`config.mk`:
```
export PLATFORM = sky130hd
export DESIGN_NAME = spi_param_master
export DESIGN_NICKNAME = d
export VERILOG_FILES = /design/src/rtl/spi_pkg.sv /design/src/rtl/spi_edge_gen.sv /design/src/rtl/spi_param_master.sv
export SDC_FILE = /design/constraint.sdc
export NUM_CORES = 1
export LEC_CHECK = 0
export ABC_AREA = 1
export CAP_MARGIN = 0
export CORE_MARGIN = 5
export CORE_UTILIZATION = 57
export CTS_CLUSTER_DIAMETER = 60
export DETAILED_ROUTE_END_ITERATION = 16
export PLACE_DENSITY = 0.83
export SLEW_MARGIN = 20
export SYNTH_ARGS = -nofsm -noshare
export SYNTH_HDL_FRONTEND = slang
export SYNTH_SLANG_ARGS = --single-unit
```
`constraint.sdc`:
```
create_clock -name clk -period 4.2 [get_ports clk]
set_clock_uncertainty 0.2 [all_clocks]
set_input_delay 0.63 -clock clk [delete_from_list [all_inputs] [get_ports clk]]
set_output_delay 0.63 -clock clk [all_outputs]
set_load 0.05 [all_outputs]
```
`src/rtl/spi_pkg.sv`:
```
// Shared constants for the SPI parameter master: FSM encoding and SPI mode bits.
package spi_pkg;

  typedef enum logic [1:0] {
    ST_IDLE  = 2'd0,
    ST_SETUP = 2'd1,
    ST_XFER  = 2'd2,
    ST_HOLD  = 2'd3
  } spi_state_e;

  // mode = {CPOL, CPHA}
  localparam int CPOL_BIT = 1;
  localparam int CPHA_BIT = 0;

  localparam logic [1:0] MODE0 = 2'b00;
  localparam logic [1:0] MODE1 = 2'b01;
  localparam logic [1:0] MODE2 = 2'b10;
  localparam logic [1:0] MODE3 = 2'b11;

endpackage

```
`src/rtl/spi_edge_gen.sv`:
```
// SCLK divider: while enabled, toggles sclk every CLK_DIV cycles starting with the
// first enabled cycle; lead/trail flag the cycle whose closing edge moves sclk away
// from / back to the idle level. While disabled sclk parks at cpol.
module spi_edge_gen #(
  parameter int CLK_DIV = 4
) (
  input  logic clk,
  input  logic reset,
  input  logic en,
  input  logic cpol,
  output logic sclk,
  output logic lead,
  output logic trail
);

  localparam int CW = $clog2(CLK_DIV);

  logic [CW-1:0] cnt_q, cnt_d;
  logic          sclk_q, sclk_d;
  logic          tick;

  // Divider counter and sclk next-state
  always_comb begin
    tick   = en && (cnt_q == '0);
    cnt_d  = cnt_q;
    sclk_d = sclk_q;
    if (!en) begin
      cnt_d  = '0;
      sclk_d = cpol;
    end else if (tick) begin
      cnt_d  = CW'(CLK_DIV - 1);
      sclk_d = ~sclk_q;
    end else begin
      cnt_d  = cnt_q - 1'b1;
    end
  end

  // Divider registers
  always_ff @(posedge clk) begin
    if (reset) begin
      cnt_q  <= '0;
      sclk_q <= 1'b0;
    end else begin
      cnt_q  <= cnt_d;
      sclk_q <= sclk_d;
    end
  end

  assign sclk  = sclk_q;
  assign lead  = tick && (sclk_q == cpol);
  assign trail = tick && (sclk_q != cpol);

endmodule

```
`src/rtl/spi_param_master.sv`:
```
// Single-word SPI master with selectable mode, slave select and word width.
// Registered outputs; done/rx_data/busy line up in the cycle after HOLD ends.
module spi_param_master
  import spi_pkg::*;
#(
  parameter  int DATA_W  = 8,
  parameter  int NUM_SS  = 3,
  parameter  int CLK_DIV = 4,
  localparam int SEL_W   = (NUM_SS > 1) ? $clog2(NUM_SS) : 1
) (
  input  logic              clk,
  input  logic              reset,
  input  logic              start,
  input  logic [1:0]        mode,
  input  logic [SEL_W-1:0]  ss_sel,
  input  logic [DATA_W-1:0] tx_data,
  output logic [DATA_W-1:0] rx_data,
  output logic              busy,
  output logic              done,
  output logic              err,
  output logic              sclk,
  output logic              mosi,
  input  logic              miso,
  output logic [NUM_SS-1:0] ss_n
);

  localparam int TW = $clog2(2 * DATA_W * CLK_DIV);
  localparam int EW = $clog2(2 * DATA_W);

  spi_state_e        state_q, state_d;
  logic [TW-1:0]     timer_q, timer_d;
  logic [EW-1:0]     edge_idx_q, edge_idx_d;
  logic [1:0]        mode_q, mode_d;
  logic [SEL_W-1:0]  sel_q, sel_d;
  logic [DATA_W-1:0] tx_sh_q, tx_sh_d;
  logic [DATA_W-1:0] rx_sh_q, rx_sh_d;
  logic [DATA_W-1:0] rx_data_q, rx_data_d;
  logic              busy_q, busy_d;
  logic              done_q, done_d;
  logic              err_q, err_d;
  logic [NUM_SS-1:0] ss_n_q, ss_n_d;

  logic accept, valid_start, finishing, active;
  logic lead, trail, shift_en, sample_en, cpha;

  // The done cycle is already IDLE but still busy; holding off acceptance there
  // makes the earliest follow-on start the cycle after done.
  assign accept      = start && (state_q == ST_IDLE) && !busy_q;
  assign valid_start = accept && (32'(ss_sel) < NUM_SS);
  assign finishing   = (state_q == ST_HOLD) && (timer_q == '0);

  // Edge generator follows the mode being latched so sclk parks at the new CPOL
  // in the same cycle ss_n falls.
  spi_edge_gen #(.CLK_DIV(CLK_DIV)) u_edge (
    .clk   (clk),
    .reset (reset),
    .en    (state_q == ST_XFER),
    .cpol  (mode_d[CPOL_BIT]),
    .sclk  (sclk),
    .lead  (lead),
    .trail (trail)
  );

  // State and timer registers
  always_ff @(posedge clk) begin
    if (reset) begin
      state_q <= ST_IDLE;
      timer_q <= '0;
    end else begin
      state_q <= state_d;
      timer_q <= timer_d;
    end
  end

  // Next-state: each phase runs a down-counter to terminal count
  always_comb begin
    state_d = state_q;
    timer_d = timer_q;
    case (state_q)
      ST_IDLE: begin
        if (valid_start) begin
          state_d = ST_SETUP;
          timer_d = TW'(CLK_DIV - 1);
        end
      end
      ST_SETUP: begin
        if (timer_q == '0) begin
          state_d = ST_XFER;
          timer_d = TW'(2 * DATA_W * CLK_DIV - 1);
        end else begin
          timer_d = timer_q - 1'b1;
        end
      end
      ST_XFER: begin
        if (timer_q == '0) begin
          state_d = ST_HOLD;
          timer_d = TW'(CLK_DIV - 1);
        end else begin
          timer_d = timer_q - 1'b1;
        end
      end
      ST_HOLD: begin
        if (timer_q == '0) begin
          state_d = ST_IDLE;
        end else begin
          timer_d = timer_q - 1'b1;
        end
      end
      default: state_d = ST_IDLE;
    endcase
  end

  // CPHA=1 presents the MSB before the first leading edge, so that edge must not
  // shift; CPHA=0 must not shift after the final trailing edge.
  assign cpha      = mode_q[CPHA_BIT];
  assign shift_en  = cpha ? (lead && (edge_idx_q != '0))
                          : (trail && (edge_idx_q != EW'(2 * DATA_W - 1)));
  assign sample_en = cpha ? trail : lead;
  assign active    = (state_d != ST_IDLE);

  // Output and datapath next-values
  always_comb begin
    mode_d     = mode_q;
    sel_d      = sel_q;
    tx_sh_d    = tx_sh_q;
    rx_sh_d    = rx_sh_q;
    edge_idx_d = edge_idx_q;
    rx_data_d  = rx_data_q;
    busy_d     = active || finishing;
    done_d     = finishing;
    err_d      = accept && !valid_start;
    if (valid_start) begin
      mode_d     = mode;
      sel_d      = ss_sel;
      tx_sh_d    = tx_data;
      rx_sh_d    = '0;
      edge_idx_d = '0;
    end else begin
      if (lead || trail) edge_idx_d = edge_idx_q + 1'b1;
      if (shift_en)      tx_sh_d    = {tx_sh_q[DATA_W-2:0], 1'b0};
      if (sample_en)     rx_sh_d    = {rx_sh_q[DATA_W-2:0], miso};
    end
    if (finishing) rx_data_d = rx_sh_q;
    for (int i = 0; i < NUM_SS; i++) begin
      ss_n_d[i] = !(active && (sel_d == SEL_W'(i)));
    end
  end

  // Datapath and output registers
  always_ff @(posedge clk) begin
    if (reset) begin
      mode_q     <= MODE0;
      sel_q      <= '0;
      tx_sh_q    <= '0;
      rx_sh_q    <= '0;
      edge_idx_q <= '0;
      rx_data_q  <= '0;
      busy_q     <= 1'b0;
      done_q     <= 1'b0;
      err_q      <= 1'b0;
      ss_n_q     <= '1;
    end else begin
      mode_q     <= mode_d;
      sel_q      <= sel_d;
      tx_sh_q    <= tx_sh_d;
      rx_sh_q    <= rx_sh_d;
      edge_idx_q <= edge_idx_d;
      rx_data_q  <= rx_data_d;
      busy_q     <= busy_d;
      done_q     <= done_d;
      err_q      <= err_d;
      ss_n_q     <= ss_n_d;
    end
  end

  assign rx_data = rx_data_q;
  assign busy    = busy_q;
  assign done    = done_q;
  assign err     = err_q;
  assign mosi    = tx_sh_q[DATA_W-1];
  assign ss_n    = ss_n_q;

endmodule

```
==> tab_implementation.tex, run 1 <==
\begin{tabular}{lr}
\hline
Metric & Value \\
\hline
\multicolumn{2}{l}{\textbf{Outcome}} \\
\quad Run status & finished, final reports clean \\
\multicolumn{2}{l}{\textbf{Yosys}} \\
\quad Xor-xnor portion of the synthesized cell area & 0.008060 \\
\quad Synthesized area per cell & 7.790 µm² \\
\quad Proportion of netlist area held by the largest area contributor & 0.4514 \\
\quad Dominant cells by area after synthesis & sky130\_fd\_sc\_hd\_\_dfxtp\_1 45\%, sky130\_fd\_sc\_hd\_\_nand2\_1 9.3\%, sky130\_fd\_sc\_hd\_\_a21oi\_1 6.0\%, sky130\_fd\_sc\_hd\_\_inv\_1 5.4\%, sky130\_fd\_sc\_hd\_\_nand3\_1 4.6\% \\
\quad Cell type with the largest total area after synthesis & sky130\_fd\_sc\_hd\_\_dfxtp\_1 \\
\quad Count of synthesis-stage warnings from yosys & 0 \\
\quad Compound-Gate Fraction of Synth Area & 0.1267 \\
\quad Count of distinct cell types in the synthesized netlist & 31 \\
\quad Synth Net Count & 299 \\
\quad Proportion of synthesized area in mux cells & 0.004606 \\
\quad Post-synthesis instance total & between 200 and 300 \\
\quad Seq/Total Area, Yosys & 0.4514 \\
\quad Synthesized-area fraction occupied by and/or/nand/nor cells & 0.3074 \\
\quad Dominant combinational cell family by area after synthesis & simple AND/OR/NAND/NOR gates \\
\quad Flops \& latches, synth & 49 \\
\quad Synth Cell Area & between 0.002 and 0.0025 mm² \\
\quad Share of synthesized cell area in full adder, half adder and majority cells & 0.02303 \\
\multicolumn{2}{l}{\textbf{Timing}} \\
\quad Endpoints failing hold & 0 \\
\quad F\_max & 377.6 MHz \\
\quad Slew at the pin with the worst max-slew slack & about 0.81 ns \\
\quad Minimum clock period after layout & 2.648 ns \\
\quad Setup ws final & 1.552 ns \\
\quad Unrepaired setup endpoints after global routing & false \\
\quad Slew margin rel. & 0.4565 \\
\quad Final setup violation count & 0 \\
\quad Fin. max-slew vios & 0 \\
\quad Final total negative setup slack & 0 ns \\
\quad Final worst-path cycle share & 0.6305 \\
\multicolumn{2}{l}{\textbf{Power and ir drop}} \\
\quad Seq pwr share & 0.400 \\
\quad Switching power of the nets & 0.6429 mW \\
\quad Relative contribution of combinational cells to total power & 0.412 \\
\quad Leakage power & 1.075 nW \\
\quad Net switching share of the total power & 0.4186 \\
\quad Max rail drop VDD & 289.3 µV \\
\quad Clock Power Share & 0.188 \\
\quad Int Pwr & 0.8930 mW \\
\quad PwrDens & between 500 and 600 mW/mm² \\
\multicolumn{2}{l}{\textbf{Critical path}} \\
\quad Sort of element at the end of the critical path & flop \\
\quad CP arrival & 2.63 ns \\
\quad Cell type of the slowest stage on the worst timing path & sky130\_fd\_sc\_hd\_\_clkdlybuf4s50\_1 \\
\quad Flop2flop setup slack & 2.09 ns \\
\quad Type of origin of the critical path & input port \\
\quad WP data required & 4.18 ns \\
\quad Crit-path max cell delay & 1.00 ns \\
\quad Critical path cell sequence & clkdlybuf4s50\_1, inv\_1, nand2\_1, inv\_1, o21ai\_0, a21oi\_1 \\
\quad Maximum fanout count along the critical path & 20 \\
\quad Category of the critical setup timing path & in -> reg \\
\quad Dominant cell type by count on the critical path & sky130\_fd\_sc\_hd\_\_inv\_1 \\
\multicolumn{2}{l}{\textbf{Clocking}} \\
\quad Total setup buffers inserted after CTS & 0 \\
\quad Buffer type at the clock tree root & sky130\_fd\_sc\_hd\_\_clkbuf\_8 \\
\quad CTS HTree Levels & 2 \\
\quad Sinks on Clock Net & 49 \\
\quad Cts bufs inserted & 5 \\
\quad TritonCTS clock tree & yes \\
\quad Count of hold buffers inserted by post-cts repair & 0 \\
\quad Clock latency of the later-clocked register in the worst-skew pair & 0.30 ns \\
\quad Quantity of gates resized following cts & 0 \\
\quad Clock slew seen by the registers of the worst setup and hold paths & 0.08 ns \\
\quad Clock tree buffer depth & 2 \\
\multicolumn{2}{l}{\textbf{GRT}} \\
\quad Antenna violations before repair & 0 \\
\quad Gr usage total & 0.1817 \\
\quad Number of global-route vias before repair & 1693 \\
\quad Largest net degree at the start of global routing & 25 \\
\quad Overflow left after global routing & 0 \\
\quad Wire length of the first global-routing pass & 7458 µm \\
\multicolumn{2}{l}{\textbf{Routing}} \\
\quad Drt pass-1 iters & 4 \\
\quad \# DRC & 0 \\
\quad Via density per instance & 5.303 \\
\quad Total wire length & 4407 µm \\
\quad Routed via count & 1909 \\
\quad Post-route antenna net violation count & 0 \\
\quad Per-cell routed wire length & 12.24 µm \\
\quad Initial detailed-routing violation count & 167 \\
\multicolumn{2}{l}{\textbf{Placed design}} \\
\quad HPWL after detailed placement & around 3100 µm \\
\quad Worst Setup Slack post-DPL & $\sim$1.3 ns \\
\quad Buffers added on ports & 31 \\
\quad Final Wtd Congestion & 0.8038 \\
\multicolumn{2}{l}{\textbf{Layout}} \\
\quad Area growth, synth to finish & 19.98\% \\
\quad Antenna diode count & 0 \\
\quad Number of filler cells placed in the layout & 326 \\
\quad Layout cell share with drive strength beyond 1 & 0.1026 \\
\quad Nets@finish & $\sim$330 \\
\multicolumn{2}{l}{\textbf{Die}} \\
\quad Number of top-level design ports & 32 \\
\quad Floorplan Core Area & 0.003689 mm² \\
\quad Floorplan die area & 0.005148 mm² \\
\quad Row cnt & 22 \\
\quad Initial Utilization & 0.5892 \\
\quad DIE WIDTH & 71.75 µm \\
\quad Die Span Y & 71.75 µm \\
\multicolumn{2}{l}{\textbf{Min path}} \\
\quad Path class of the lowest-slack min-delay path & reg -> reg \\
\multicolumn{2}{l}{\textbf{Job}} \\
\quad Max-cap violations & 0 \\
\hline
\end{tabular}
path summary, 6_finish.rpt:
check | depth (start not counted) | start | to
max | 6 | reset | rx_sh_q[1]
min | 1 | u_edge.cnt_q[0] | u_edge.cnt_q[0]
max reg2reg | 10 | state_q[1] | rx_sh_q[0]
min reg2reg | 1 | u_edge.cnt_q[0] | u_edge.cnt_q[0]
cells in the mapped netlist (all sizes together):
cell / number
a21oi: 26
a31oi: 1
buf: 3
clkbuf: 3
clkinv: 1
dfxtp: 49
ha: 4
inv: 36
mux2i: 1
nand2: 61
nand3: 26
nand3b: 1
nand4: 12
nor2: 24
nor3: 3
o211ai: 2
o21ai: 22
o21bai: 1
o22ai: 1
xnor2: 1
xor2: 1
cell families after synthesis:
group                      Yosys count
and+or+nand+nor                    127
buffers and inverters               43
xor gates and xnor gates             2
DFF                                 49
adders and majority gates            4
AOI/OAI and AO/OA                   53
muxes                                1
flip-flops by register name, summed over array words and instances (netlist names):
signal,cells
busy,1
u_edge.cnt_q,2
mode_q,2
u_edge.sclk,1
err,1
rx_data,8
sel_q,2
timer_q,6
edge_idx_q,4
done,1
ss_n,3
state_q,2
tx_sh_q,8
rx_sh_q,8
power by group through the flow:
stage	Clock (mW)	Sequential, mW	Combinational, mW
6_report	0.289	0.614	0.633
5_1_grt	0.318	0.627	0.708
4_1_cts	0.292	0.613	0.634
3_5_place_dp	0	0.624	0.628
3_3_place_gp	0	0.621	0.612
2_1_floorplan	0	0.668	0.448
worst max-delay path: cells and delay by family:
family	cells	cell delay, ns
AOI/OAI and AO/OA	2	0.16
buffers and inverters	3	1.58
and+or+nand+nor	1	0.25
layer usage:
metal,routed length (µm),global-route usage
met1,2082,0.2349
met2,2003,0.2898
met3,219,0.03927
met4,101,0.08142
met5,0,0
cell type report:
class	instances	area [µm²]	share of cell area
clock buffers	6	82.58	0.03167
clock inverters	2	13.76	0.005278
inverters	37	138.9	0.05326
multi-input cells	187	1021	0.3916
flip-flops and latches	49	980.9	0.3762
well taps	48	60.06	0.02303
repair buffers	31	310.3	0.1190
layout by cell type, fill, tap and decap left out, drive strengths merged, types with 2 or more instances in the layout:
cell and instances:
a21oi 26, clkbuf 6, clkdlybuf4s50 31, clkinv 3, dfxtp 49, ha 4, inv 36, nand2 61
nand3 26, nand4 12, nor2 24, nor3 3, o211ai 2, o21ai 22
stage by stage:
stage	hold slack [ns]	utilization	total power [mW]	area, µm²	std cells
after floorplan	0.2041	-	1.116	2173	279
after global placement	0.2142	0.6808	1.233	2511	352
after detailed placement	0.2268	0.6808	1.252	2511	352
after CTS	0.2472	0.7069	1.539	2608	360
after global routing	0.2666	0.7069	1.652	2608	360
final	0.2499	0.7069	1.536	2608	360
No activity file was read; power rests on OpenSTA's default activity.
==> run 2, diff against run 1 <==
Settings changed: CORE_UTILIZATION 57 to 48, PLACE_DENSITY 0.83 to 0.75.
Clock period 4.2 ns to 2.19 ns, I/O delays scaled along.
==> run 2 against run 1 <==
Net effect: setup slack got worse by 1.4 ns; die area increased by 16%; critical endpoint is now busy; total power increased by 96%; first-iteration DRC count decreased by 26%; clock power increased by 99%; via count decreased by 1.1%.
==> tab_implementation.tex, run 2 (same netlist as run 1, synthesis figures left out) <==
\begin{tabular}{lr}
\hline
Metric & Value \\
\hline
\multicolumn{2}{l}{\textbf{Layout}} \\
\quad Most common cell after layout, fill and taps aside & sky130\_fd\_sc\_hd\_\_nand2\_1 (unchanged) \\
\quad Commonest cells after routing, fill and taps aside & 54 x sky130\_fd\_sc\_hd\_\_nand2\_1, 49 x sky130\_fd\_sc\_hd\_\_dfxtp\_1, 31 x sky130\_fd\_sc\_hd\_\_inv\_1, 30 x sky130\_fd\_sc\_hd\_\_clkdlybuf4s50\_1, 26 x sky130\_fd\_sc\_hd\_\_a21oi\_1 (was 54 x sky130\_fd\_sc\_hd\_\_nand2\_1, 49 x sky130\_fd\_sc\_hd\_\_dfxtp\_1, 31 x sky130\_fd\_sc\_hd\_\_inv\_1, 31 x sky130\_fd\_sc\_hd\_\_clkdlybuf4s50\_1, 26 x sky130\_fd\_sc\_hd\_\_a21oi\_1) \\
\quad Post-route insts no fill & 372 (was 360) \\
\quad Nets@finish & 339 (was 331) \\
\quad Layout cell share with drive strength beyond 1 & 0.1250 (was 0.1026) \\
\quad Antenna diode count & 0 (unchanged) \\
\quad Area growth, synth to finish & 23.32\% (was 19.98\%) \\
\multicolumn{2}{l}{\textbf{Timing}} \\
\quad Final worst-path cycle share & 0.9204 \\
\quad Endpoints failing hold & 0 (unchanged) \\
\quad Setup ws final & 0.1743 ns (was 1.552 ns) \\
\quad Slew margin rel. & 0.6583 (was 0.4565) \\
\quad Final setup violation count & 0 (unchanged) \\
\quad F\_max & 496.1 MHz \\
\quad Unrepaired setup endpoints after global routing & false (unchanged) \\
\quad Final total negative setup slack & 0 ns (unchanged) \\
\quad Fin. max-slew vios & 0 (unchanged) \\
\quad Minimum clock period after layout & between 2 and 2.5 ns \\
\quad Slew at the pin with the worst max-slew slack & 0.5110 ns (was 0.8127 ns) \\
\multicolumn{2}{l}{\textbf{Critical path}} \\
\quad Type of origin of the critical path & flop (was input port) \\
\quad CP arrival & 1.49 ns (was 2.63 ns) \\
\quad Category of the critical setup timing path & reg -> out (was in -> reg) \\
\quad Maximum fanout count along the critical path & 2 (was 20) \\
\quad Cell type of the slowest stage on the worst timing path & sky130\_fd\_sc\_hd\_\_clkdlybuf4s50\_1 (unchanged) \\
\quad Sort of element at the end of the critical path & output port (was flop) \\
\quad Crit-path max cell delay & 0.82 ns (was 1.00 ns) \\
\quad WP data required & 1.66 ns (was 4.18 ns) \\
\quad Critical path cell sequence & clkdlybuf4s50\_1 (was clkdlybuf4s50\_1, inv\_1, nand2\_1, inv\_1, o21ai\_0, a21oi\_1) \\
\quad Category of cells accounting for the largest share of critical-path delay & buffers and inverters (unchanged) \\
\quad Critical path buffer and inverter count & 1 (was 3) \\
\multicolumn{2}{l}{\textbf{GRT}} \\
\quad Wire length of the first global-routing pass & 7665 µm (was 7458 µm) \\
\quad Number of global-route vias before repair & 1759 (was 1693) \\
\quad Largest net degree at the start of global routing & 20 (was 25) \\
\quad Met3 Usage GRT & 0.03044 (was 0.03927) \\
\quad Antenna violations before repair & 0 (unchanged) \\
\quad Met1 usage & 0.1961 (was 0.2349) \\
\quad Met2 Track Usage GR & 0.2525 (was 0.2898) \\
\quad Gr usage total & 0.1538 (was 0.1817) \\
\quad Overflow left after global routing & 0 (unchanged) \\
\quad GRT Max-Usage Layer & met2 (unchanged) \\
\multicolumn{2}{l}{\textbf{Outcome}} \\
\quad Run status & finished, final reports clean (unchanged) \\
\multicolumn{2}{l}{\textbf{Clocking}} \\
\quad Clock slew seen by the registers of the worst setup and hold paths & 0.09 ns (was 0.08 ns) \\
\quad TritonCTS clock tree & yes (unchanged) \\
\quad Cts bufs inserted & 5 (unchanged) \\
\quad Clock latency of the later-clocked register in the worst-skew pair & 0.30 ns (about the same) \\
\quad Sinks on Clock Net & 49 (unchanged) \\
\quad Buffer type at the clock tree root & sky130\_fd\_sc\_hd\_\_clkbuf\_8 (unchanged) \\
\quad Total setup buffers inserted after CTS & 0 (unchanged) \\
\quad Count of hold buffers inserted by post-cts repair & 0 (unchanged) \\
\quad CTS HTree Levels & 2 (unchanged) \\
\quad Clock tree buffer depth & 2 (unchanged) \\
\multicolumn{2}{l}{\textbf{Routing}} \\
\quad Total wire length & 4484 µm (was 4407 µm) \\
\quad Routed via count & 1888 (was 1909) \\
\quad Via density per instance & 5.075 (was 5.303) \\
\quad Post-route antenna net violation count & 0 (unchanged) \\
\quad Per-cell routed wire length & 12.05 µm (was 12.24 µm) \\
\quad Drt pass-1 iters & 4 (unchanged) \\
\quad Initial detailed-routing violation count & 124 (was 167) \\
\quad \# DRC & 0 (unchanged) \\
\multicolumn{2}{l}{\textbf{Placed design}} \\
\quad Number of instances in the placed design & 364 (was 352) \\
\quad Worst Setup Slack post-DPL & -0.04884 ns (was 1.252 ns) \\
\quad Final Wtd Congestion & 0.7777 (was 0.8038) \\
\quad HPWL after detailed placement & 3231 µm (was 3145 µm) \\
\quad Buffers added on ports & 31 (unchanged) \\
\multicolumn{2}{l}{\textbf{Power and ir drop}} \\
\quad Max rail drop VDD & 525.9 µV (was 289.3 µV) \\
\quad PwrDens & 1123 mW/mm² (was 589.0 mW/mm²) \\
\quad Final Total Pwr & 3.011 mW (was 1.536 mW) \\
\quad Leakage power & 1.133 nW (was 1.075 nW) \\
\multicolumn{2}{l}{\textbf{Die}} \\
\quad Number of top-level design ports & 32 (unchanged) \\
\quad Initial Utilization & 0.4957 (was 0.5892) \\
\quad Row cnt & 24 (was 22) \\
\quad Floorplan Core Area & 0.004384 mm² (was 0.003689 mm²) \\
\quad Floorplan die area & 0.005974 mm² (was 0.005148 mm²) \\
\quad DIE WIDTH & 77.29 µm (was 71.75 µm) \\
\quad Die Span Y & 77.29 µm (was 71.75 µm) \\
\multicolumn{2}{l}{\textbf{Job}} \\
\quad Max-cap violations & 0 (unchanged) \\
\multicolumn{2}{l}{\textbf{Min path}} \\
\quad Path class of the lowest-slack min-delay path & reg -> reg (unchanged) \\
\hline
\end{tabular}
-- run 2: where the power goes --
group | internal, mW | switching [mW]
combinational | 0.442 | 0.815
clock | 0.286 | 0.289
sequential | 1.05 | 0.127
total | 1.78 | 1.23
-- run 2: area by class of cell --
| class | instances | area (µm²) |
|---|---|---|
| Sequential cell | 49 | 980.9 |
| Clock inverter | 1 | 5.005 |
| Tap cell | 52 | 65.06 |
| Inverter | 37 | 138.9 |
| Clock buffer | 7 | 96.34 |
| Timing Repair Buffer | 39 | 372.9 |
| Fill cell | 391 | 1704 |
| Multi-Input combinational cell | 187 | 1021 |
-- run 2: path summary, 6_finish.rpt --
path / startpoint / endpoint / slack [ns] / cells past startpoint
hold reg to reg: u_edge.cnt_q[0] / u_edge.cnt_q[0] / 0.23 / 1
hold / removal: u_edge.cnt_q[0] / u_edge.cnt_q[0] / 0.23 / 1
setup reg to reg: timer_q[0] / timer_q[0] / 0.21 / 11
setup / recovery: busy / busy / 0.17 / 1
-- run 2: metal layers --
metal  vias up  share of wire
li1        999              -
met1       850           0.49
met2        32           0.45
met3         7          0.039
met4         0          0.017
met5         -              0
-- run 2: timing repair --
action | 4_1_cts | 5_1_grt
setup endpoints to repair | 0 | 1
gates resized for setup | 0 | 1
endpoints found under the hold margin | 0 | 0
-- run 2: through the flow --
stage / hold slack (ns) / utilization / area, µm²
3_5_place_dp: 0.2200 / 0.5876 / 2576
5_1_grt: 0.2692 / 0.6113 / 2680
2_1_floorplan: 0.2041 / - / 2173
4_1_cts: 0.2327 / 0.6107 / 2678
3_3_place_gp: 0.2147 / 0.5876 / 2576
6_report: 0.2307 / 0.6113 / 2680
==> run 3, diff against run 2 <==
Settings changed: ABC_AREA 1 to default, SYNTH_HIERARCHICAL from default to 1.
==> run 3 against run 2 <==
Net effect: the run now ends with negative setup slack left; setup slack lost 0.94 ns; fmax shrank 32%; count of clock-buffer cells in the layout unchanged; synthesized cell count fell by 15%; sequential cell count did not move; cell count shrank 2.7%; core utilization grew 10 points; critical endpoint is now tx_sh_q[1].
==> tab_implementation.tex, run 3 <==
\begin{tabular}{lr}
\hline
Metric & Value \\
\hline
\multicolumn{2}{l}{\textbf{Yosys}} \\
\quad Dominant cells by area after synthesis & sky130\_fd\_sc\_hd\_\_dfxtp\_1 45\%, sky130\_fd\_sc\_hd\_\_mux2i\_1 9.2\%, sky130\_fd\_sc\_hd\_\_nor2\_1 8.3\%, sky130\_fd\_sc\_hd\_\_a2111oi\_2 3.4\%, sky130\_fd\_sc\_hd\_\_nor3\_1 3.4\% (was sky130\_fd\_sc\_hd\_\_dfxtp\_1 45\%, sky130\_fd\_sc\_hd\_\_nand2\_1 9.3\%, sky130\_fd\_sc\_hd\_\_a21oi\_1 6.0\%, sky130\_fd\_sc\_hd\_\_inv\_1 5.4\%, sky130\_fd\_sc\_hd\_\_nand3\_1 4.6\%) \\
\quad Cell type with the largest total area after synthesis & sky130\_fd\_sc\_hd\_\_dfxtp\_1 (unchanged) \\
\quad Count of synthesis-stage warnings from yosys & 6 (was 0) \\
\quad Count of distinct cell types in the synthesized netlist & 40 (was 31) \\
\quad Seq/Total Area, Yosys & 0.4495 (was 0.4514) \\
\quad Synth Cell Area & 0.002182 mm² (was 0.002173 mm²) \\
\quad Post-synth top cells & 49 x sky130\_fd\_sc\_hd\_\_dfxtp\_1, 48 x sky130\_fd\_sc\_hd\_\_nor2\_1, 20 x sky130\_fd\_sc\_hd\_\_mux2i\_1 (was 54 x sky130\_fd\_sc\_hd\_\_nand2\_1, 49 x sky130\_fd\_sc\_hd\_\_dfxtp\_1, 31 x sky130\_fd\_sc\_hd\_\_inv\_1) \\
\quad Synthesized area per cell & 9.246 µm² (was 7.790 µm²) \\
\quad Most common cell in the synthesized netlist & sky130\_fd\_sc\_hd\_\_dfxtp\_1 (was sky130\_fd\_sc\_hd\_\_nand2\_1) \\
\quad Prevailing post-synth register cell & sky130\_fd\_sc\_hd\_\_dfxtp\_1 (unchanged) \\
\quad Post-synthesis instance total & 236 (was 279) \\
\quad Post-synthesis async set-or-reset flop share & 0 (unchanged) \\
\quad Synth Net Count & 256 (was 299) \\
\quad Number of enable flip-flop cells after synthesis & 0 (unchanged) \\
\quad Flops \& latches, synth & 49 (unchanged) \\
\quad Proportion of netlist area held by the largest area contributor & 0.4495 (was 0.4514) \\
\multicolumn{2}{l}{\textbf{Die}} \\
\quad Floorplan Core Area & 0.004384 mm² (unchanged) \\
\quad Initial Utilization & 0.4977 (was 0.4957) \\
\quad Floorplan die area & 0.005995 mm² (was 0.005974 mm²) \\
\quad DIE WIDTH & 77.43 µm (was 77.29 µm) \\
\quad Die Span Y & 77.43 µm (was 77.29 µm) \\
\quad Row cnt & 24 (unchanged) \\
\quad Number of top-level design ports & 32 (unchanged) \\
\multicolumn{2}{l}{\textbf{Placed design}} \\
\quad Standard cell area after detailed placement & 0.002856 mm² (was 0.002576 mm²) \\
\quad Buffers added on ports & 31 (unchanged) \\
\quad Final Wtd Congestion & 0.7874 (was 0.7777) \\
\quad HPWL after detailed placement & 3638 µm (was 3231 µm) \\
\multicolumn{2}{l}{\textbf{Power and ir drop}} \\
\quad Max rail drop VDD & 607.9 µV (was 525.9 µV) \\
\quad Leakage power & 1.248 nW (was 1.133 nW) \\
\quad PwrDens & 1025 mW/mm² (was 1123 mW/mm²) \\
\multicolumn{2}{l}{\textbf{Timing}} \\
\quad Final hold slack & 0.2447 ns (was 0.2307 ns) \\
\quad Unrepaired setup endpoints after global routing & true (was false) \\
\quad Minimum clock period after layout & 2.958 ns (was 2.016 ns) \\
\quad Final total negative setup slack & -11.30 ns (was 0 ns) \\
\quad F\_max & 338.1 MHz (was 496.1 MHz) \\
\quad Slew at the pin with the worst max-slew slack & 0.5131 ns (was 0.5110 ns) \\
\quad Final worst-path cycle share & 1.351 (was 0.9204) \\
\quad Setup ws final & -0.7680 ns (was 0.1743 ns) \\
\quad Endpoints failing hold & 0 (unchanged) \\
\quad Final setup violation count & 20 (was 0) \\
\quad Fin. max-slew vios & 0 (unchanged) \\
\quad Slew margin rel. & 0.6569 (was 0.6583) \\
\multicolumn{2}{l}{\textbf{Routing}} \\
\quad \# DRC & 0 (unchanged) \\
\quad Total wire length & 5165 µm (was 4484 µm) \\
\quad Drt pass-1 iters & 4 (unchanged) \\
\quad Routed via count & 1931 (was 1888) \\
\quad Via density per instance & 5.334 (was 5.075) \\
\quad Initial detailed-routing violation count & 74 (was 124) \\
\quad Per-cell routed wire length & 14.27 µm (was 12.05 µm) \\
\quad Post-route antenna net violation count & 0 (unchanged) \\
\multicolumn{2}{l}{\textbf{Critical path}} \\
\quad Critical path cell sequence & or4b\_4, a21oi\_4, mux2\_4, xor2\_2, nor2b\_4, inv\_2, o32ai\_4, buf\_12, buf\_4, mux2i\_1, a211oi\_1 (was clkdlybuf4s50\_1) \\
\quad WP data required & 2.17 ns (was 1.66 ns) \\
\quad Maximum fanout count along the critical path & 4 (was 2) \\
\quad Cell type of the slowest stage on the worst timing path & sky130\_fd\_sc\_hd\_\_or4b\_4 (was sky130\_fd\_sc\_hd\_\_clkdlybuf4s50\_1) \\
\quad Category of the critical setup timing path & reg -> reg (was reg -> out) \\
\quad Crit-path max cell delay & 0.55 ns (was 0.82 ns) \\
\quad Type of origin of the critical path & flop (unchanged) \\
\quad Sort of element at the end of the critical path & flop (was output port) \\
\quad CP arrival & 2.94 ns (was 1.49 ns) \\
\multicolumn{2}{l}{\textbf{Clocking}} \\
\quad TritonCTS clock tree & yes (unchanged) \\
\quad Sinks on Clock Net & 49 (unchanged) \\
\quad Clock slew seen by the registers of the worst setup and hold paths & 0.09 ns (about the same) \\
\quad CTS HTree Levels & 2 (unchanged) \\
\quad Buffer type at the clock tree root & sky130\_fd\_sc\_hd\_\_clkbuf\_8 (unchanged) \\
\quad Clock latency of the later-clocked register in the worst-skew pair & 0.30 ns (about the same) \\
\quad Cts bufs inserted & 5 (unchanged) \\
\quad Clock tree buffer depth & 2 (unchanged) \\
\multicolumn{2}{l}{\textbf{GRT}} \\
\quad Wire length of the first global-routing pass & 8845 µm (was 7665 µm) \\
\quad Number of global-route vias before repair & 2003 (was 1759) \\
\quad Overflow left after global routing & 0 (unchanged) \\
\quad Antenna violations before repair & 0 (unchanged) \\
\quad Gr usage total & 0.1766 (was 0.1538) \\
\quad Largest net degree at the start of global routing & 17 (was 20) \\
\multicolumn{2}{l}{\textbf{Layout}} \\
\quad Area growth, synth to finish & 43.86\% (was 23.32\%) \\
\quad Most common cell after layout, fill and taps aside & sky130\_fd\_sc\_hd\_\_dfxtp\_1 (was sky130\_fd\_sc\_hd\_\_nand2\_1) \\
\quad Nets@finish & 329 (was 339) \\
\quad Area of all placed cells without fillers & 0.003139 mm² (was 0.002680 mm²) \\
\quad Layout cell share with drive strength beyond 1 & 0.2677 (was 0.1250) \\
\quad Number of filler cells placed in the layout & 316 (was 391) \\
\quad Commonest cells after routing, fill and taps aside & 48 x sky130\_fd\_sc\_hd\_\_dfxtp\_1, 45 x sky130\_fd\_sc\_hd\_\_nor2\_1, 36 x sky130\_fd\_sc\_hd\_\_buf\_4, 30 x sky130\_fd\_sc\_hd\_\_clkdlybuf4s50\_1, 18 x sky130\_fd\_sc\_hd\_\_mux2i\_1 (was 54 x sky130\_fd\_sc\_hd\_\_nand2\_1, 49 x sky130\_fd\_sc\_hd\_\_dfxtp\_1, 31 x sky130\_fd\_sc\_hd\_\_inv\_1, 30 x sky130\_fd\_sc\_hd\_\_clkdlybuf4s50\_1, 26 x sky130\_fd\_sc\_hd\_\_a21oi\_1) \\
\quad Final core occ & 0.7160 (was 0.6113) \\
\quad Antenna diode count & 0 (unchanged) \\
\multicolumn{2}{l}{\textbf{Min path}} \\
\quad Path class of the lowest-slack min-delay path & reg -> reg (unchanged) \\
\multicolumn{2}{l}{\textbf{Job}} \\
\quad Max-cap violations & 0 (unchanged) \\
\multicolumn{2}{l}{\textbf{Outcome}} \\
\quad Run status & finished with violations (was finished, final reports clean) \\
\quad Violations in the final reports & negative setup slack \\
\hline
\end{tabular}
run 3: cell count changes in the layout (fill, tap and decap cells not counted), moves of 5 or more:
cell,delta
sky130_fd_sc_hd__nor2_1,+26
sky130_fd_sc_hd__mux2i_1,+17
sky130_fd_sc_hd__a21oi_1,-18
sky130_fd_sc_hd__buf_6,+7
sky130_fd_sc_hd__inv_1,-22
sky130_fd_sc_hd__nor3_1,+10
sky130_fd_sc_hd__nand3_1,-16
sky130_fd_sc_hd__buf_4,+28
sky130_fd_sc_hd__nand4_1,-12
sky130_fd_sc_hd__o21ai_0,-9
sky130_fd_sc_hd__nand2_2,-5
sky130_fd_sc_hd__nand2_1,-46
run 3: power by group:
group          total [mW]  internal (mW)  switching, mW
Clock               0.665          0.372          0.293
Combinational        1.43          0.709          0.717
Sequential           1.13           1.02          0.102
run 3: cells by family (layout without fill, tap and decap cells):
logic type                 count (synthesis)  count (layout)  synth area share
AOI/OAI and AO/OA                         38              38            0.1457
xor gates and xnor gates                   5               5           0.02007
adders and majority gates                  4               4           0.02294
buffers and inverters                     21              95           0.05046
DFF                                       49              49            0.4495
muxes                                     21              21           0.09690
and+or+nand+nor                           98              98            0.2145
run 3: worst max-delay path: cells and delay by family, from the launching register on:
family / cells / cell delay (ns)
muxes: 2 / 0.55
buffers and inverters: 3 / 0.30
DFF: 1 / 0.33
and+or+nand+nor: 2 / 0.74
AOI/OAI and AO/OA: 3 / 0.57
xor gates and xnor gates: 1 / 0.16
run 3: worst paths after layout:
| check | startpoint | to | slack (ns) | cells past startpoint |
|---|---|---|---|---|
| setup / recovery | busy | tx_sh_q[1] | -0.77 | 11 |
| hold / removal | u_edge/cnt_q[0] | u_edge/cnt_q[0] | 0.24 | 1 |
| setup reg to reg | busy | tx_sh_q[1] | -0.77 | 11 |
| hold reg to reg | u_edge/cnt_q[0] | u_edge/cnt_q[0] | 0.24 | 1 |
run 3: final cells by class:
type	count	area, µm²	area share
clock buffers	7	86.33	0.02750
clock inverters	1	30.03	0.009566
well taps	52	65.06	0.02073
inverters	10	37.54	0.01196
flip-flops and latches	49	982.2	0.3129
multi-input cells	166	1220	0.3886
repair buffers	77	718.2	0.2288
run 3: timing repair:
action,in CTS,in global routing
pin swaps,7,9
endpoints found under the setup margin,20,33
gates cloned,1,0
setup buffers,7,5
hold endpoints to repair,0,0
hold buffers,0,0
resized for setup,13,11
run 3: per-layer routing:
| layer | up-vias | part of all wire | GRT usage | routed length, µm |
|---|---|---|---|---|
| met5 | - | 0 | 0 | 0 |
| met4 | 0 | 0.010 | 0.04639 | 53 |
| met3 | 5 | 0.030 | 0.03819 | 153 |
| met2 | 27 | 0.53 | 0.3232 | 2722 |
| met1 | 926 | 0.43 | 0.2069 | 2235 |
| li1 | 973 | - | - | - |
run 3: through the flow:
step	instances	total power, mW	setup slack [ns]
3_3_place_gp	344	2.422	-1.017
6_report	362	3.218	-0.7680
2_1_floorplan	236	1.977	-0.8851
4_1_cts	360	3.162	-0.7140
3_5_place_dp	344	2.457	-1.083
5_1_grt	362	3.425	-0.8851
==> variant: new RTL, flow settings as in run 1 <==
The 4 states of `spi_state_e` get a one-hot encoding in 4 bits.
--- a/src/rtl/spi_pkg.sv
+++ b/src/rtl/spi_pkg.sv
@@ -3,7 +3,7 @@
 
-  typedef enum logic [1:0] {
-    ST_IDLE  = 2'd0,
-    ST_SETUP = 2'd1,
-    ST_XFER  = 2'd2,
-    ST_HOLD  = 2'd3
+  typedef enum logic [3:0] {
+    ST_IDLE  = 4'b0001,
+    ST_SETUP = 4'b0010,
+    ST_XFER  = 4'b0100,
+    ST_HOLD  = 4'b1000
   } spi_state_e;
Function: no difference found for any inputs over 10 cycles, from zero or initial values and one cycle with reset high; not proved beyond that.
==> variant against run 1 <==
  * Critical path depth up 4
  * Area after synthesis is 5.9% higher
  * Total power down 20%
  * Synthesized cell count grew 7.9%
  * Design area is 6.0% higher
  * Sequential cell count up 2
  * Combinational power is 47% lower
  * Critical endpoint is now timer_q[2]
  * Worst setup slack better by 90 ps
  * Routed wire length up 1.5%
  * Clock power rose by 21%
  * Non-clock buffer count increased by 1
==> variant: results (changes against run 1) <==
metric	value	unit	change
slowest CP cell	clkdlybuf4s50_1		
Fillers	327		+0.31%
first-pass GRT wire length	7890	um	+5.7%
reg2reg end	timer_q[2]		
unique cell type count in the Yosys netlist	32		+3.2%
initial DRC count	119		-29%
drt via density	5.24		-1.1%
crit-path max FO	23		+15%
DRT Wirelength	4470	um	+1.5%
CP max stage delay	460	ps	-540 ps
Mean Syn Cell Area	7.65	um^2	-1.8%
RD Place Congestion	0.778		-3.2%
Placed Area	0.00265	mm^2	+5.4%
clk root buf	clkbuf_8		
r2r setup slk	1950	ps	-140 ps
part of the Yosys area used for sequential elements	44.3	%	-0.79 points
vias in the first global route	1888		+12%
DP Wirelength	3220	um	+2.3%
Final Non-Filler Cells	384		+6.7%
Max VDD drop	238	uV	-18%
CP arrival	2550	ps	-80 ps
top post-synthesis cells by area	dfxtp_1 (44%), nand2_1 (8.2%), nor2_1 (8.0%)		
Commonest cells post-synth	dfxtp_1 (51), nand2_1 (50), nor2_1 (49), inv_1 (34), o21ai_0 (24)		
share of cells above drive strength 1	8.98	%	-1.3 points
Syn Nets	321		+7.4%
Leakage	1.18	nW	+9.9%
Crit. Startpoint	start		
GRT Overall Usage	18.3	%	+0.10 points
Final nets	353		+6.6%
status	finished, final reports clean		
## variant: cell types whose count changed after synthesis, sizes merged, moves of 2 or more
cell    before  now
nor3         3    5
a31oi        1    4
dfxtp       49   51
a21oi       26   19
nand2       61   56
nand3       26   20
a211oi       0    2
nor2        24   54
o21ai       22   24
## variant: stage by stage
step           hold WS [ps]  total power, mW  util [%]  setup WS [ps]
6_report                230             1.23      69.6           1640
4_1_cts                 233             1.24      69.6           1660
2_1_floorplan           205            0.825         -           2270
3_3_place_gp            215            0.884      66.6           1420
5_1_grt                 284             1.31      69.6           1470
3_5_place_dp            220            0.891      66.6           1350
## variant: power breakdown
group,internal (mW),switching [mW]
sequential,0.522,0.0235
combinational,0.116,0.219
clock,0.193,0.156
total,0.831,0.399
## variant: cell families (layout without fill, tap and decap cells)
family | after synthesis | count (layout) | synth area share, %
AND/OR/NAND/NOR | 150 | 150 | 33.5
buffers and inverters | 43 | 76 | 7.55
XOR/XNOR | 2 | 2 | 0.761
adder cells (fa/ha/maj) | 4 | 4 | 2.17
AO/OA/AOI/OAI | 51 | 51 | 11.7
flip-flops | 51 | 51 | 44.3
## variant: final cells by class
class | count | area share (%)
clock buffers | 6 | 2.99
clock inverters | 2 | 1.27
inverters | 36 | 4.98
multi-input cells | 207 | 40.1
flip-flops and latches | 51 | 36.9
well taps | 50 | 2.26
repair buffers | 32 | 11.5
## variant: routing by layer
| metal | GRT usage [%] | part of all wire [%] |
|---|---|---|
| met1 | 24.1 | 46 |
| met2 | 28.3 | 47 |
| met5 | 0 | 0 |
| met4 | 6.84 | 1.3 |
| met3 | 5.06 | 5.7 |
## variant: how the worst min path moves through the flow
stage | start | end | slack (ps) | cells past startpoint
2_1_floorplan | u_edge.cnt_q[0] | u_edge.cnt_q[0] | 200 | 1
3_3_place_gp | u_edge.cnt_q[0] | u_edge.cnt_q[0] | 220 | 1
3_5_place_dp | u_edge.cnt_q[0] | u_edge.cnt_q[0] | 220 | 1
4_1_cts | u_edge.cnt_q[0] | u_edge.cnt_q[0] | 230 | 1
5_1_grt | u_edge.cnt_q[0] | u_edge.cnt_q[0] | 280 | 1
6_report | u_edge.cnt_q[0] | u_edge.cnt_q[0] | 230 | 1
## variant: worst max-delay path, delay by kind of cell
| kind | cells | cell delay (ps) |
|---|---|---|
| compound gates | 1 | 240 |
| buf+inv | 3 | 590 |
| simple gates | 6 | 1080 |
